## config.mk

```make
export PLATFORM = sky130hd
export DESIGN_NAME = pipelined_cla_adder
export DESIGN_NICKNAME = d
export VERILOG_FILES = /design/src/rtl/cla_pkg.sv /design/src/rtl/cla_group.sv /design/src/rtl/pipelined_cla_adder.sv
export SDC_FILE = /design/constraint.sdc
export NUM_CORES = 1
export LEC_CHECK = 0
export ABC_AREA = 1
export CAP_MARGIN = 20
export CORE_UTILIZATION = 45
export CTS_BUF_LIST = sky130_fd_sc_hd__clkbuf_4 sky130_fd_sc_hd__clkbuf_8
export DETAILED_ROUTE_END_ITERATION = 8
export PLACE_DENSITY_LB_ADDON = 0.2
export SETUP_SLACK_MARGIN = 0.02
export SYNTH_ARGS = -nofsm -noshare
export SYNTH_HDL_FRONTEND = slang
export SYNTH_SLANG_ARGS = --single-unit
export TNS_END_PERCENT = 10
```

## constraint.sdc

```tcl
create_clock -name clk -period 4 [get_ports clk]
set_input_delay 0.8 -clock clk [delete_from_list [all_inputs] [get_ports clk]]
set_output_delay 0.8 -clock clk [all_outputs]
set_load 0.03 [all_outputs]
```

## src/rtl/cla_pkg.sv

```systemverilog
// cla_pkg: shared constants, pipeline-depth helper and result-flag bundle
// for the pipelined carry-lookahead adder/subtractor.
//   CLA_WIDTH / CLA_BLOCK : default operand width and lookahead group size
//   cla_nstg()            : number of pipeline stages (one per group)
//   cla_flags_t           : {cout, ovf, zero} status bundle
package cla_pkg;

    localparam int unsigned CLA_WIDTH = 32'd16;
    localparam int unsigned CLA_BLOCK = 32'd4;

    typedef struct packed {
        logic cout;
        logic ovf;
        logic zero;
    } cla_flags_t;

    // Pipeline depth; a zero group size yields zero stages and is rejected
    // by the elaboration check in the top level.
    function automatic int unsigned cla_nstg(input int unsigned width,
                                             input int unsigned block);
        if (block == 32'd0) begin
            return 32'd0;
        end else begin
            return width / block;
        end
    endfunction

endpackage : cla_pkg

```

## src/rtl/cla_group.sv

```systemverilog
// cla_group: combinational BLOCK-bit carry-lookahead group.
//   a, b      : group operand bits (b already conditioned for subtraction)
//   c_in      : carry entering the group
//   s         : group sum bits
//   c_out     : carry leaving the group MSB
//   c_msb_in  : carry entering the group MSB (for signed overflow)
module cla_group #(
    parameter int unsigned BLOCK = 32'd4
) (
    input  logic [BLOCK-1:0] a,
    input  logic [BLOCK-1:0] b,
    input  logic             c_in,
    output logic [BLOCK-1:0] s,
    output logic             c_out,
    output logic             c_msb_in
);

    logic [BLOCK-1:0] g_s;
    logic [BLOCK-1:0] p_s;
    logic [BLOCK:0]   c_s;

    assign g_s = a & b;
    assign p_s = a ^ b;

    // Lookahead carries: every c[i] is an OR of generate terms, each ANDed
    // with the propagates above it, plus the fully propagated c_in term.
    // No carry depends on another computed carry.
    always_comb begin
        c_s = {(BLOCK + 1){1'b0}};
        for (int i = 0; i <= int'(BLOCK); i++) begin
            logic acc;
            logic prop;
            acc  = 1'b0;
            prop = 1'b1;
            for (int j = i - 1; j >= 0; j--) begin
                acc  = acc | (g_s[j] & prop);
                prop = prop & p_s[j];
            end
            c_s[i] = acc | (prop & c_in);
        end
    end

    assign s        = p_s ^ c_s[BLOCK-1:0];
    assign c_out    = c_s[BLOCK];
    assign c_msb_in = c_s[BLOCK-1];

endmodule : cla_group

```

## src/rtl/pipelined_cla_adder.sv

```systemverilog
// pipelined_cla_adder: WIDTH-bit add/subtract, one BLOCK-bit lookahead group
// resolved per pipeline stage, valid/ready handshake on both sides.
//   clk, rst_n          : clock, asynchronous active-low reset
//   in_valid / in_ready : operand beat handshake (a, b, cin, sub)
//   out_valid/out_ready : result beat handshake (sum, cout, ovf, zero)
//   sub=1 computes a-b-cin; cout is then NOT borrow-out.
// Latency is NSTG cycles; the whole pipe freezes while a result is stalled.
module pipelined_cla_adder
    import cla_pkg::*;
#(
    parameter int unsigned WIDTH = CLA_WIDTH,
    parameter int unsigned BLOCK = CLA_BLOCK
) (
    input  logic             clk,
    input  logic             rst_n,
    input  logic             in_valid,
    output logic             in_ready,
    input  logic [WIDTH-1:0] a,
    input  logic [WIDTH-1:0] b,
    input  logic             cin,
    input  logic             sub,
    output logic             out_valid,
    input  logic             out_ready,
    output logic [WIDTH-1:0] sum,
    output logic             cout,
    output logic             ovf,
    output logic             zero
);

    localparam int unsigned NSTG = cla_nstg(WIDTH, BLOCK);

    if (BLOCK < 32'd1) begin : g_chk_block
        $fatal(1, "pipelined_cla_adder: BLOCK must be at least 1");
    end else if ((WIDTH % BLOCK) != 32'd0) begin : g_chk_width
        $fatal(1, "pipelined_cla_adder: WIDTH must be a multiple of BLOCK");
    end

    // Single advance enable: the pipe moves only when the output slot is
    // empty or being drained this cycle.
    logic adv_s;
    assign adv_s    = out_ready | ~out_valid;
    assign in_ready = adv_s;

    for (genvar k = 0; k < int'(NSTG); k++) begin : g_stg
        localparam int unsigned LO = k * BLOCK;    // first bit of group k
        localparam int unsigned HW = WIDTH - LO;   // operand bits still pending

        logic [HW-1:0]       a_in_s;
        logic [HW-1:0]       b_in_s;
        logic [LO+BLOCK-1:0] s_nxt_s;
        logic                c_in_s;
        logic                v_in_s;
        logic [BLOCK-1:0]    gs_s;
        logic                gc_s;
        logic                gm_s;
        logic                v_q;

        if (k == 0) begin : g_src
            // Subtraction as a + ~b + ~cin.
            assign a_in_s  = a;
            assign b_in_s  = sub ? ~b : b;
            assign c_in_s  = sub ? ~cin : cin;
            assign v_in_s  = in_valid;
            assign s_nxt_s = gs_s;
        end else begin : g_src
            assign a_in_s  = g_stg[k-1].g_mid.a_q;
            assign b_in_s  = g_stg[k-1].g_mid.b_q;
            assign c_in_s  = g_stg[k-1].g_mid.c_q;
            assign v_in_s  = g_stg[k-1].v_q;
            assign s_nxt_s = {gs_s, g_stg[k-1].g_mid.s_q};
        end

        cla_group #(.BLOCK(BLOCK)) u_grp (
            .a        (a_in_s[BLOCK-1:0]),
            .b        (b_in_s[BLOCK-1:0]),
            .c_in     (c_in_s),
            .s        (gs_s),
            .c_out    (gc_s),
            .c_msb_in (gm_s)
        );

        // Stage valid bit; empty slots travel as bubbles.
        always_ff @(posedge clk or negedge rst_n) begin
            if (!rst_n) begin
                v_q <= 1'b0;
            end else if (adv_s) begin
                v_q <= v_in_s;
            end
        end

        if (k < int'(NSTG) - 1) begin : g_mid
            logic [HW-BLOCK-1:0] a_q;   // skew: groups not yet resolved
            logic [HW-BLOCK-1:0] b_q;
            logic [LO+BLOCK-1:0] s_q;   // deskew: groups already resolved
            logic                c_q;   // carry into the next group

            // Intermediate stage data registers.
            always_ff @(posedge clk or negedge rst_n) begin
                if (!rst_n) begin
                    a_q <= {(HW - BLOCK){1'b0}};
                    b_q <= {(HW - BLOCK){1'b0}};
                    s_q <= {(LO + BLOCK){1'b0}};
                    c_q <= 1'b0;
                end else if (adv_s) begin
                    a_q <= a_in_s[HW-1:BLOCK];
                    b_q <= b_in_s[HW-1:BLOCK];
                    s_q <= s_nxt_s;
                    c_q <= gc_s;
                end
            end
        end else begin : g_last
            cla_flags_t     flags_d;
            cla_flags_t     flags_q;
            logic [WIDTH-1:0] s_q;

            // Result flags from the MSB group.
            always_comb begin
                flags_d.cout = gc_s;
                flags_d.ovf  = gm_s ^ gc_s;
                flags_d.zero = ~|s_nxt_s;
            end

            // Output registers; held while the consumer stalls.
            always_ff @(posedge clk or negedge rst_n) begin
                if (!rst_n) begin
                    s_q     <= {WIDTH{1'b0}};
                    flags_q <= '{cout: 1'b0, ovf: 1'b0, zero: 1'b0};
                end else if (adv_s) begin
                    s_q     <= s_nxt_s;
                    flags_q <= flags_d;
                end
            end
        end
    end

    assign out_valid = g_stg[NSTG-1].v_q;
    assign sum       = g_stg[NSTG-1].g_last.s_q;
    assign cout      = g_stg[NSTG-1].g_last.flags_q.cout;
    assign ovf       = g_stg[NSTG-1].g_last.flags_q.ovf;
    assign zero      = g_stg[NSTG-1].g_last.flags_q.zero;

endmodule : pipelined_cla_adder

```

## After elaboration in Yosys (flattened, before gate mapping)

Cells that the tools add are included.

- Mux-type cells: 2
- Bitwise gates (word level): 121
- Reductions and logical operators: 2

Operators with widths:

| operator | count |
|---|---|
| 1-bit AND | 64 |
| 1-bit bitwise OR | 41 |
| 4-bit bitwise XOR | 8 |
| 4-bit AND | 4 |
| 16-bit 2-to-1 mux | 1 |
| 16-bit NOT | 1 |
| 16-bit OR reduction | 1 |
| 1-bit NOT | 2 |
| 1-bit zero test | 1 |
| 1-bit 2-to-1 mux | 1 |
| 1-bit bitwise XOR | 1 |

- Flip-flop bits (word level): 98
- Input bits: 38
- Output and inout port bits: 21
- Logic and storage cells: 145

## Longest topological paths before layout

Gate-level depths: netlist of run 1.

- Word-level depth: 8
- Gate-level depth with buffers: 12
- Depth with buffers taken out: 10

## Cells and area by module

A second synthesis of run 1 with hierarchy kept.

- Cell total of the unflattened synthesis: 538
- Area, all modules: 4,634.4 µm²

Modules (own cells, without submodules):

| module | instances | cells each | area each (µm²) | sequential area each (µm²) |
|---|---|---|---|---|
| pipelined_cla_adder | 1 | 418 | 3,871.2 | 2,452.4 |
| cla_group (g_stg[0].u_grp ...) | 2 | 31 | 193.9 | 0.0 |
| cla_group (g_stg[2].u_grp) | 1 | 31 | 196.4 | 0.0 |
| cla_group (g_stg[3].u_grp) | 1 | 27 | 178.9 | 0.0 |

## Worst setup path before layout of run 1

No wires, ideal clock.

- Path type: input port to flip-flop
- Start: input port sub
- End: register g_stg[0].g_mid.s_q[3]
- Arrival: 2,044 ps
- Setup slack: 1,839 ps
- Cell stages on the path: 12
- Buffers on the path: 2
- Cells stage by stage: buf_6 -> buf_6 -> xnor2_1 -> inv_1 -> ha_1 -> inv_1 -> nor2_1 -> nand2_2 -> nand2_1 -> nand2_1 -> nand3_1 -> nand2_1

- Cells in the longest elaborated chain, start to end: 7
- Elaborated cells on any way between the ends: 13
- Classes of those cells: 2 x mux; 11 x bitwise

RTL lines:

| what | line | text |
|---|---|---|
| start, declared | pipelined_cla_adder.sv:21 | `input logic sub,` |
| 16-bit 2-to-1 mux | pipelined_cla_adder.sv:61 | `assign b_in_s = sub ? ~b : b;` |
| 4-bit AND or 4-bit bitwise XOR (tied branches) | cla_group.sv:22, cla_group.sv:23 |  |
| 1-bit AND (on tied branches) | cla_group.sv:36, cla_group.sv:37 |  |
| 1-bit bitwise OR (tied with other cells) | cla_group.sv:36 | `acc = acc \| (g_s[j] & prop);` |
| 1-bit bitwise OR or 1-bit AND (tied branches) | cla_group.sv:36, cla_group.sv:39 |  |
| 1-bit bitwise OR | cla_group.sv:39 | `c_s[i] = acc \| (prop & c_in);` |
| 4-bit bitwise XOR (*) | cla_group.sv:43 | `assign s = p_s ^ c_s[BLOCK-1:0];` |
| end signal, assigned | pipelined_cla_adder.sv:102 | `s_q <= {(LO + BLOCK){1'b0}};` |
| end signal, assigned | pipelined_cla_adder.sv:107 | `s_q <= s_nxt_s;` |
| end, declared | pipelined_cla_adder.sv:94 | `logic [LO+BLOCK-1:0] s_q;` |

Mark *: on every way between the ends. The rest lies on a longest branch, timed or not.
A chain may end at the register's enable or synchronous reset.

## Worst setup path after layout of run 1

- Start: input port out_ready
- End: output port in_ready

- Cells in the longest elaborated chain, start to end: 1

RTL lines:

| what | line | text |
|---|---|---|
| start, declared | pipelined_cla_adder.sv:23 | `input logic out_ready,` |
| 1-bit bitwise OR | pipelined_cla_adder.sv:41 | `assign adv_s = out_ready \| ~out_valid;` |
| end, declared | pipelined_cla_adder.sv:17 | `output logic in_ready,` |

Every way passes these cells.

==> results.yml, run 1 <==
worst_setup_path:
  cpPeakStageDelay_ps: 660
  path_class: "primary input to primary output"
  end_kind: "primary output"
  cp_common_cell: "clkdlybuf4s50_1"
  crit_path_start_kind: "primary input"
  arrival_ps: 2070
  slowest_stage: "clkdlybuf4s50_1"
  cp_max_fo: 2
  cp_cell_sequence: "clkdlybuf4s50_1 > nor2_4 > inv_2 > clkdlybuf4s50_1"
  critPathRequiredTime_ps: 3200
sta:
  slew_violations: 0
  worst_pin_slew_ps: 1030
  fin_tns_setup_ps: 0
  fin_skew_ps: 14.6
  final_hold_viol_count: 0
  finalSetupViolCount: 0
  period_needed_ps: 2870
  rsz0062_at_grt: "false"
  clock.fmax_ghz: 0.349
  finalCritPeriodShare_pct: 71.7
  max_slew_margin_pct: 31.3
pwr:
  swShare_pct: 40.9
  internal-power_uw: 2320
  netSwitchingPower_uw: 1610
  leakagePower_uw: 0.00266
  p_per_area_nw_per_um2: 736
  p_seq_share_pct: 43.4
  ir_worst_vdd_mv: 0.251
  clkPwrFrac_pct: 14.3
  combPwrFrac_pct: 42.3
global_routing:
  grt-busiest-layer: "met2"
  use_met3_pct: 3.56
  grt_use_met1_pct: 24.2
  grt_first_pass_wirelength_um: 14400
  grt-ovfl-total: 0
  antenna_found_initial: 0
  grt_use_met2_pct: 28.2
  grt_max_degree: 113
  grt_pass1_vias: 3182
  grt_util_all_layers_pct: 17.6
detailed_routing:
  vias: 3280
  drc_errors: 0
  drt-initial-drc-count: 137
  final_antenna_net_count: 0
  firstDrtPassIters: 5
  wl_per_cell_um: 11.6
  vias_per_cell: 4.63
  drt_wl_total_um: 8230
floorplan:
  initial_core_util_pct: 46.4
  coreArea_um2: 9770
  die_area_um2: 10500
  die_w_um: 102
  ios: 59
  rows: 36
  die-height_um: 102
cells_and_area:
  utilization_pct: 54.6
  area_delta_synth_final_pct: 17.9
  fin_nets: 629
  layout-drive-gt1-share_pct: 4.35
  num_antenna_cells: 0
  final_area_um2: 5340
clock_tree:
  cts_tree: "yes"
  cts_hold_buf: 0
  cts-resized-gates: 0
  post-cts-setup-buffers: 0
  path_clk_slew_ps: 90
  cts_buffers: 9
  cts_sinks: 98
  htree_num_levels: 3
  clock_path_buffers: 2
  cts-root-buf: "clkbuf_8"
  clock_latency_ps: 360
job:
  maxCapViolCount: 0
placed_design:
  dp_hpwl_um: 5550
  io_buffers: 58
  dpl_cell_area_um2: 5170
  gp_congestion: 0.829
run_status:
  status: "complete, no violations"
synthesis:
  synth_top_cell_by_area: "dfrtp_1"
  ys_ff_latch: 98
  yosysSeqAreaShare_pct: 54.1
  avgSynthCellArea_um2: 8.72
  yosys_warnings: 0
  ys_top_cells_by_area: "dfrtp_1 (54%), nand2_1 (20%), ha_1 (4.4%)"
  netlist_instances: 520
  yosysTopAreaCellShare_pct: 54.1
  syn_area_um2: 4530
  ys_types: 23
  syn_nets: 578
worst_hold_path:
  hp-class: "flop to flop"
==> kinds of logic after synthesis <==
logic type	after synthesis	share of synthesized area (%)
compound gates	46	5.16
xor+xnor	22	4.67
fa+ha+maj	20	6.18
buf+inv	52	5.47
flops	98	54.1
simple gates	282	24.4
==> final cells by class <==
type | instances | area [um^2]
clock buffers | 9 | 124
repair buffers | 63 | 616
clock inverters | 6 | 42.5
fillers | 943 | 4430
inverters | 29 | 109
multi-input cells | 370 | 1830
well taps | 133 | 166
flip-flops and latches | 98 | 2450
==> power groups by stage <==
stage	Sequential, uW	Combinational [uW]	Clock, uW
after floorplan	1840	1050	0
after CTS	1710	1690	584
final	1710	1660	561
after global placement	1720	1620	0
after global routing	1760	1920	620
after detailed placement	1730	1680	0
==> final timing paths <==
path                                                    from                                end  slack (ps)  cells after the start
max in group asynchronous                              rst_n  g_stg[2].g_mid.s_q[3]$_DFFE_PN0P_        2660                      2
setup / recovery                                   out_ready                           in_ready        1130                      4
min in group asynchronous                              rst_n                sum[12]$_DFFE_PN0P_         570                      1
setup reg to reg                       out_valid$_DFFE_PN0P_                   zero$_DFFE_PN0P_        2050                      8
hold reg to reg            g_stg[1].g_mid.s_q[2]$_DFFE_PN0P_  g_stg[2].g_mid.s_q[2]$_DFFE_PN0P_         460                      2
hold / removal             g_stg[1].g_mid.s_q[2]$_DFFE_PN0P_  g_stg[2].g_mid.s_q[2]$_DFFE_PN0P_         460                      2
==> metrics by stage <==
step / hold slack, ps / std cells / power [uW] / setup slack, ps
finish: 462 / 708 / 3930 / 1130
global route: 502 / 708 / 4300 / 1090
CTS: 463 / 708 / 3980 / 1120
detailed placement: 451 / 693 / 3410 / 1030
global placement: 440 / 693 / 3340 / 1130
floorplan: 420 / 520 / 2880 / 1840
==> cells in the mapped netlist, drive strengths merged <==
master and count:
a21oi 9, a31oi 3, buf 20, clkbuf 3, dfrtp 98, fa 4
ha 16, inv 29, nand2 237, nand3 14, nand3b 4, nand4 2
nor2 25, o21ai 34, xnor2 17, xor2 5
==> cell usage in the layout (no fill, tap or decap), drive strengths merged <==
master	instances
a21oi	9
a31oi	3
buf	6
clkbuf	9
clkdlybuf4s50	57
clkinv	2
clkinvlp	2
dfrtp	98
fa	4
ha	16
inv	31
nand2	237
nand3	14
nand3b	4
nand4	2
nor2	25
o21ai	34
xnor2	17
xor2	5
==> flip-flops by register name (all words and copies together), names as in the netlist <==
signal,cells
g_stg.g_mid.b_q,24
g_stg.g_mid.c_q,3
g_stg.g_mid.s_q,24
ovf,1
out_valid,1
cout,1
g_stg.v_q,3
g_stg.g_mid.a_q,24
sum,16
zero,1
==> per-layer routing <==
| metal | wire, um | vias to the layer above |
|---|---|---|
| met5 | 0 | - |
| met4 | 52 | 0 |
| met3 | 257 | 7 |
| met2 | 3740 | 59 |
| met1 | 4180 | 1499 |
| li1 | - | 1715 |
==> critical path: cells and delay by family <==
kind / cells / cell delay (ps)
buffers and inverters: 3 / 1210
and+or+nand+nor: 1 / 50
Note: power is estimated with default switching activity, not from simulation.
==> inputs of run 2 (changes only) <==
Clock period 4 ns to 2.84 ns, I/O delays scaled along.
==> run 2 against run 1 <==
Non-clock buffer count is 1 higher. Count of clock-buffer cells in the layout stayed put. Combinational power is 42% higher. Utilization is 0.31 points higher. Total power is 42% higher. Critical path depth stayed put. Sequential power is 40% higher. Routed wire length hardly changed. Hold slack worse by 200 ps. Clock skew is 5.5 ps lower. Flip-flop and latch count stayed put. Critical path type unchanged.
==> results.yml, run 2 (synthesis gave the netlist of run 1 again) <==
floorplan:
  die_area_um2: 10500
  die_w_um: 102
  coreArea_um2: 9770
  ios: 59
  die-height_um: 102
  initial_core_util_pct: 46.4
  rows: 36
clock_tree:
  path_clk_slew_ps: 100
  cts_hold_buf: 0
  cts-root-buf: "clkbuf_8"
  htree_num_levels: 3
  cts_buffers: 9
  clock_latency_ps: 360
  cts_sinks: 98
  cts_tree: "yes"
  clock_path_buffers: 2
  post-cts-setup-buffers: 0
  cts-resized-gates: 0
worst_setup_path:
  crit_path_start_kind: "primary input"
  cp_max_fo: 2
  arrival_ps: 1840
  end_kind: "primary output"
  critPathRequiredTime_ps: 2270
  rrSetupSlack_ps: 1230
  crit_family: "buffers and inverters"
  cpPeakStageDelay_ps: 660
  slowest_stage: "clkdlybuf4s50_1"
  cp_cell_sequence: "clkdlybuf4s50_1 > nor2_4 > inv_2 > clkdlybuf4s50_1"
  cp_common_cell: "clkdlybuf4s50_1"
  path_class: "primary input to primary output"
  path_buf_inv: 3
cells_and_area:
  utilization_pct: 55.0
  area_delta_synth_final_pct: 18.5
  n_fill_cell: 924
  final_common_cell: "nand2_1"
  num_antenna_cells: 0
  fin_nets: 630
  reg_top3: "g_stg.g_mid.a_q x24, g_stg.g_mid.b_q x24, g_stg.g_mid.s_q x24"
  layout_common_cells: "nand2_1 (236), dfrtp_1 (98), clkdlybuf4s50_1 (57)"
  layout-drive-gt1-share_pct: 4.51
  final_area_um2: 5370
detailed_routing:
  vias: 3285
  wl_per_cell_um: 11.6
  drt_wl_total_um: 8240
  firstDrtPassIters: 4
  drc_errors: 0
  drt-initial-drc-count: 86
  final_antenna_net_count: 0
  vias_per_cell: 4.63
placed_design:
  dp_hpwl_um: 5580
  io_buffers: 58
  gp_congestion: 0.867
  dpl_cell_area_um2: 5190
sta:
  max_slew_margin_pct: 48.3
  rsz0062_at_grt: "false"
  fin_tns_setup_ps: 0
  period_needed_ps: 2410
  finalCritPeriodShare_pct: 84.8
  slew_violations: 0
  finalSetupViolCount: 0
  worst_pin_slew_ps: 776
  fin_skew_ps: 9.15
  final_hold_viol_count: 0
  clock.fmax_ghz: 0.415
pwr:
  ir_worst_vdd_mv: 0.432
  leakagePower_uw: 0.00267
  p_per_area_nw_per_um2: 1040
  p_total_uw: 5570
global_routing:
  grt-ovfl-total: 0
  grt_use_met2_pct: 28.1
  grt-busiest-layer: "met2"
  grt_pass1_vias: 3208
  grt_use_met1_pct: 23.4
  grt_util_all_layers_pct: 17.3
  antenna_found_initial: 0
  use_met3_pct: 2.46
  grt_max_degree: 113
  grt_first_pass_wirelength_um: 14200
run_status:
  status: "complete, no violations"
job:
  maxCapViolCount: 0
worst_hold_path:
  hp-class: "primary input to async pin"
run 2: cell types whose count changed in the layout (fill, tap and decap cells not counted), sizes merged:
cell	previous run	this run
buf	6	7
run 2: final timing paths:
path                                          startpoint                                  to  depth (start not counted)
worst min register to register  g_stg[2].v_q$_DFFE_PN0P_               out_valid$_DFFE_PN0P_                          2
worst min-delay path                               rst_n                     ovf$_DFFE_PN0P_                          1
min in group clk                g_stg[2].v_q$_DFFE_PN0P_               out_valid$_DFFE_PN0P_                          2
max in group asynchronous                          rst_n   g_stg[2].g_mid.s_q[5]$_DFFE_PN0P_                          2
worst max register to register     out_valid$_DFFE_PN0P_  g_stg[2].g_mid.s_q[11]$_DFFE_PN0P_                          6
worst max-delay path                           out_ready                            in_ready                          4
run 2: stage by stage:
| step | hold slack, ps | std cells | setup slack, ps |
|---|---|---|---|
| 2_1_floorplan | 272 | 520 | 911 |
| 3_3_place_gp | 444 | 694 | 414 |
| 3_5_place_dp | 450 | 694 | 306 |
| 4_1_cts | 299 | 709 | 424 |
| 5_1_grt | 335 | 709 | 395 |
| 6_report | 258 | 709 | 433 |
run 2: area by class of cell:
cell class	count	area (um^2)	share of cell area [%]
timing repair buffer	64	636	11.8
multi-input combinational	370	1830	34.1
clock buffer	9	124	2.31
sequential	98	2450	45.7
inverter	29	109	2.03
tap	133	166	3.10
clock inverter	6	52.6	0.978
run 2: power breakdown:
part	internal [uW]	switching [uW]
logic	952	1390
registers	2010	387
clock network	326	500
total	3290	2280
run 2: routing by layer:
layer / wire length [um] / part of all wire, %
met3: 267 / 3.2
met1: 4120 / 50
met2: 3720 / 45
met5: 0 / 0
met4: 130 / 1.6
==> inputs of run 3 (changes only) <==
Clock period 2.84 ns to 2 ns, I/O delays scaled along.
==> run 3 against run 2 <==
Clock power increased by 71%. Sequential share of layout area shrank 1.2 points. Die area is the same. Critical path type is now flop to primary output. Clock skew up 2.8 ps. Largest power group unchanged.
==> results.yml, run 3 (synthesis gave the netlist of run 1 again) <==
run_status:
  status: "complete, no violations"
sta:
  finalCritPeriodShare_pct: 90.6
  final_hold_viol_count: 0
  worst_pin_slew_ps: 330
  slew_violations: 0
  max_slew_margin_pct: 78.0
  rsz0062_at_grt: "false"
  finalSetupViolCount: 0
  whs_ps: 464
  clock.fmax_ghz: 0.552
  period_needed_ps: 1810
  fin_skew_ps: 11.9
floorplan:
  die_w_um: 102
  initial_core_util_pct: 46.4
  rows: 36
  die-height_um: 102
  ios: 59
  coreArea_um2: 9770
  die_area_um2: 10500
worst_setup_path:
  cpPeakStageDelay_ps: 680
  end_kind: "primary output"
  r2r-start: "g_stg[2].g_mid.a_q[0]$_DFFE_PN0P_"
  critPathRequiredTime_ps: 1600
  cp_max_fo: 2
  arrival_ps: 1410
  crit_path_start_kind: "flop"
  path_buf_inv: 1
  critical_path.startpoint: "out_valid$_DFFE_PN0P_"
  slowest_stage: "clkdlybuf4s50_1"
  rrSetupSlack_ps: 440
  crit_family: "buffers and inverters"
  cp_cell_sequence: "clkdlybuf4s50_1"
  path_class: "flop to primary output"
global_routing:
  grt-ovfl-total: 0
  grt_max_degree: 72
  grt_util_all_layers_pct: 17.9
  grt_pass1_vias: 3204
  antenna_found_initial: 0
  grt_first_pass_wirelength_um: 14600
worst_hold_path:
  hold_start: "g_stg[0].g_mid.s_q[0]$_DFFE_PN0P_"
  hp-class: "flop to flop"
pwr:
  netSwitchingPower_uw: 3230
  clkPwrFrac_pct: 17.2
  p_per_area_nw_per_um2: 1490
  leakagePower_uw: 0.00275
  ir_worst_vdd_mv: 0.542
  swShare_pct: 39.4
  combPwrFrac_pct: 41.4
  internal-power_uw: 4970
  p_seq_share_pct: 41.4
detailed_routing:
  vias: 3331
  drt-initial-drc-count: 132
  drt_wl_total_um: 8260
  vias_per_cell: 4.64
  wl_per_cell_um: 11.5
  drc_errors: 0
  final_antenna_net_count: 0
  firstDrtPassIters: 4
cells_and_area:
  fin_cells: 718
  final_common_cell: "nand2_1"
  reg_top3: "g_stg.g_mid.a_q x24, g_stg.g_mid.b_q x24, g_stg.g_mid.s_q x24"
  num_antenna_cells: 0
  layout_common_cells: "nand2_1 (236), dfrtp_1 (98), clkdlybuf4s50_1 (56)"
  fin_nets: 638
  area_delta_synth_final_pct: 21.7
  layout-drive-gt1-share_pct: 5.98
  n_fill_cell: 928
clock_tree:
  clock_latency_ps: 370
  cts_tree: "yes"
  cts_sinks: 98
  cts-root-buf: "clkbuf_8"
  cts_buffers: 9
  path_clk_slew_ps: 100
  post-cts-setup-buffers: 0
  htree_num_levels: 3
  cts-resized-gates: 0
  clock_path_buffers: 2
placed_design:
  dp_hpwl_um: 5730
  io_buffers: 58
  gp_congestion: 0.851
  dp.cells: 701
job:
  maxCapViolCount: 0
[run 3: area by class of cell]
cell class / count / area [um^2] / area share (%)
Inverter: 29 / 109 / 1.97
Timing Repair Buffer: 72 / 733 / 13.3
Tap cell: 133 / 166 / 3.02
Sequential cell: 98 / 2450 / 44.5
Clock buffer: 10 / 131 / 2.38
Multi-Input combinational cell: 370 / 1830 / 33.2
Clock inverter: 6 / 90.1 / 1.63
[run 3: path summary, 6_finish.rpt]
kind                                                     end  cells past startpoint
min reg2reg                g_stg[1].g_mid.s_q[0]$_DFFE_PN0P_                      2
max reg2reg                                 zero$_DFFE_PN0P_                      8
min                        g_stg[1].g_mid.s_q[0]$_DFFE_PN0P_                      2
max in group asynchronous  g_stg[1].g_mid.s_q[1]$_DFFE_PN0P_                      3
min in group asynchronous                sum[15]$_DFFE_PN0P_                      3
max                                                out_valid                      1
[run 3: metal layers]
| metal | vias to the layer above | track usage, % | share of wire, % |
|---|---|---|---|
| met5 | - | 0 | 0 |
| met4 | 0 | 7.58 | 1.9 |
| met3 | 13 | 3.08 | 2.7 |
| met2 | 61 | 27.3 | 45 |
| met1 | 1524 | 25.4 | 50 |
| li1 | 1733 | - | - |
[run 3: tightest hold or removal path: cells and delay by family (launching register included)]
kind             cells  cell delay, ps
DFF                  1             350
and+or+nand+nor      2             110
[run 3: power by group through the flow]
| stage | registers, uW | clock network (uW) | logic (uW) |
|---|---|---|---|
| after floorplan | 3670 | 0 | 2090 |
| after global placement | 3420 | 0 | 3320 |
| after detailed placement | 3440 | 0 | 3410 |
| after CTS | 3410 | 1440 | 3440 |
| after global routing | 3520 | 1530 | 3930 |
| final | 3400 | 1410 | 3400 |
[run 3: metrics by stage]
| step | instance area (um^2) | util [%] | setup slack [ps] | setup TNS, ps | power [uW] |
|---|---|---|---|---|---|
| floorplan | 4530 | - | 239 | 0 | 5770 |
| global placement | 5280 | 54.0 | -88.3 | -184 | 6750 |
| detailed placement | 5280 | 54.0 | -183 | -500 | 6860 |
| CTS | 5510 | 56.4 | 157 | 0 | 8290 |
| global route | 5510 | 56.4 | 84.0 | 0 | 8980 |
| finish | 5510 | 56.4 | 187 | 0 | 8200 |
[run 3: what timing repair did]
item,4_1_cts,5_1_grt
hold buffers,1,0
hold endpoints to repair,32,0
setup endpoints to repair,0,0
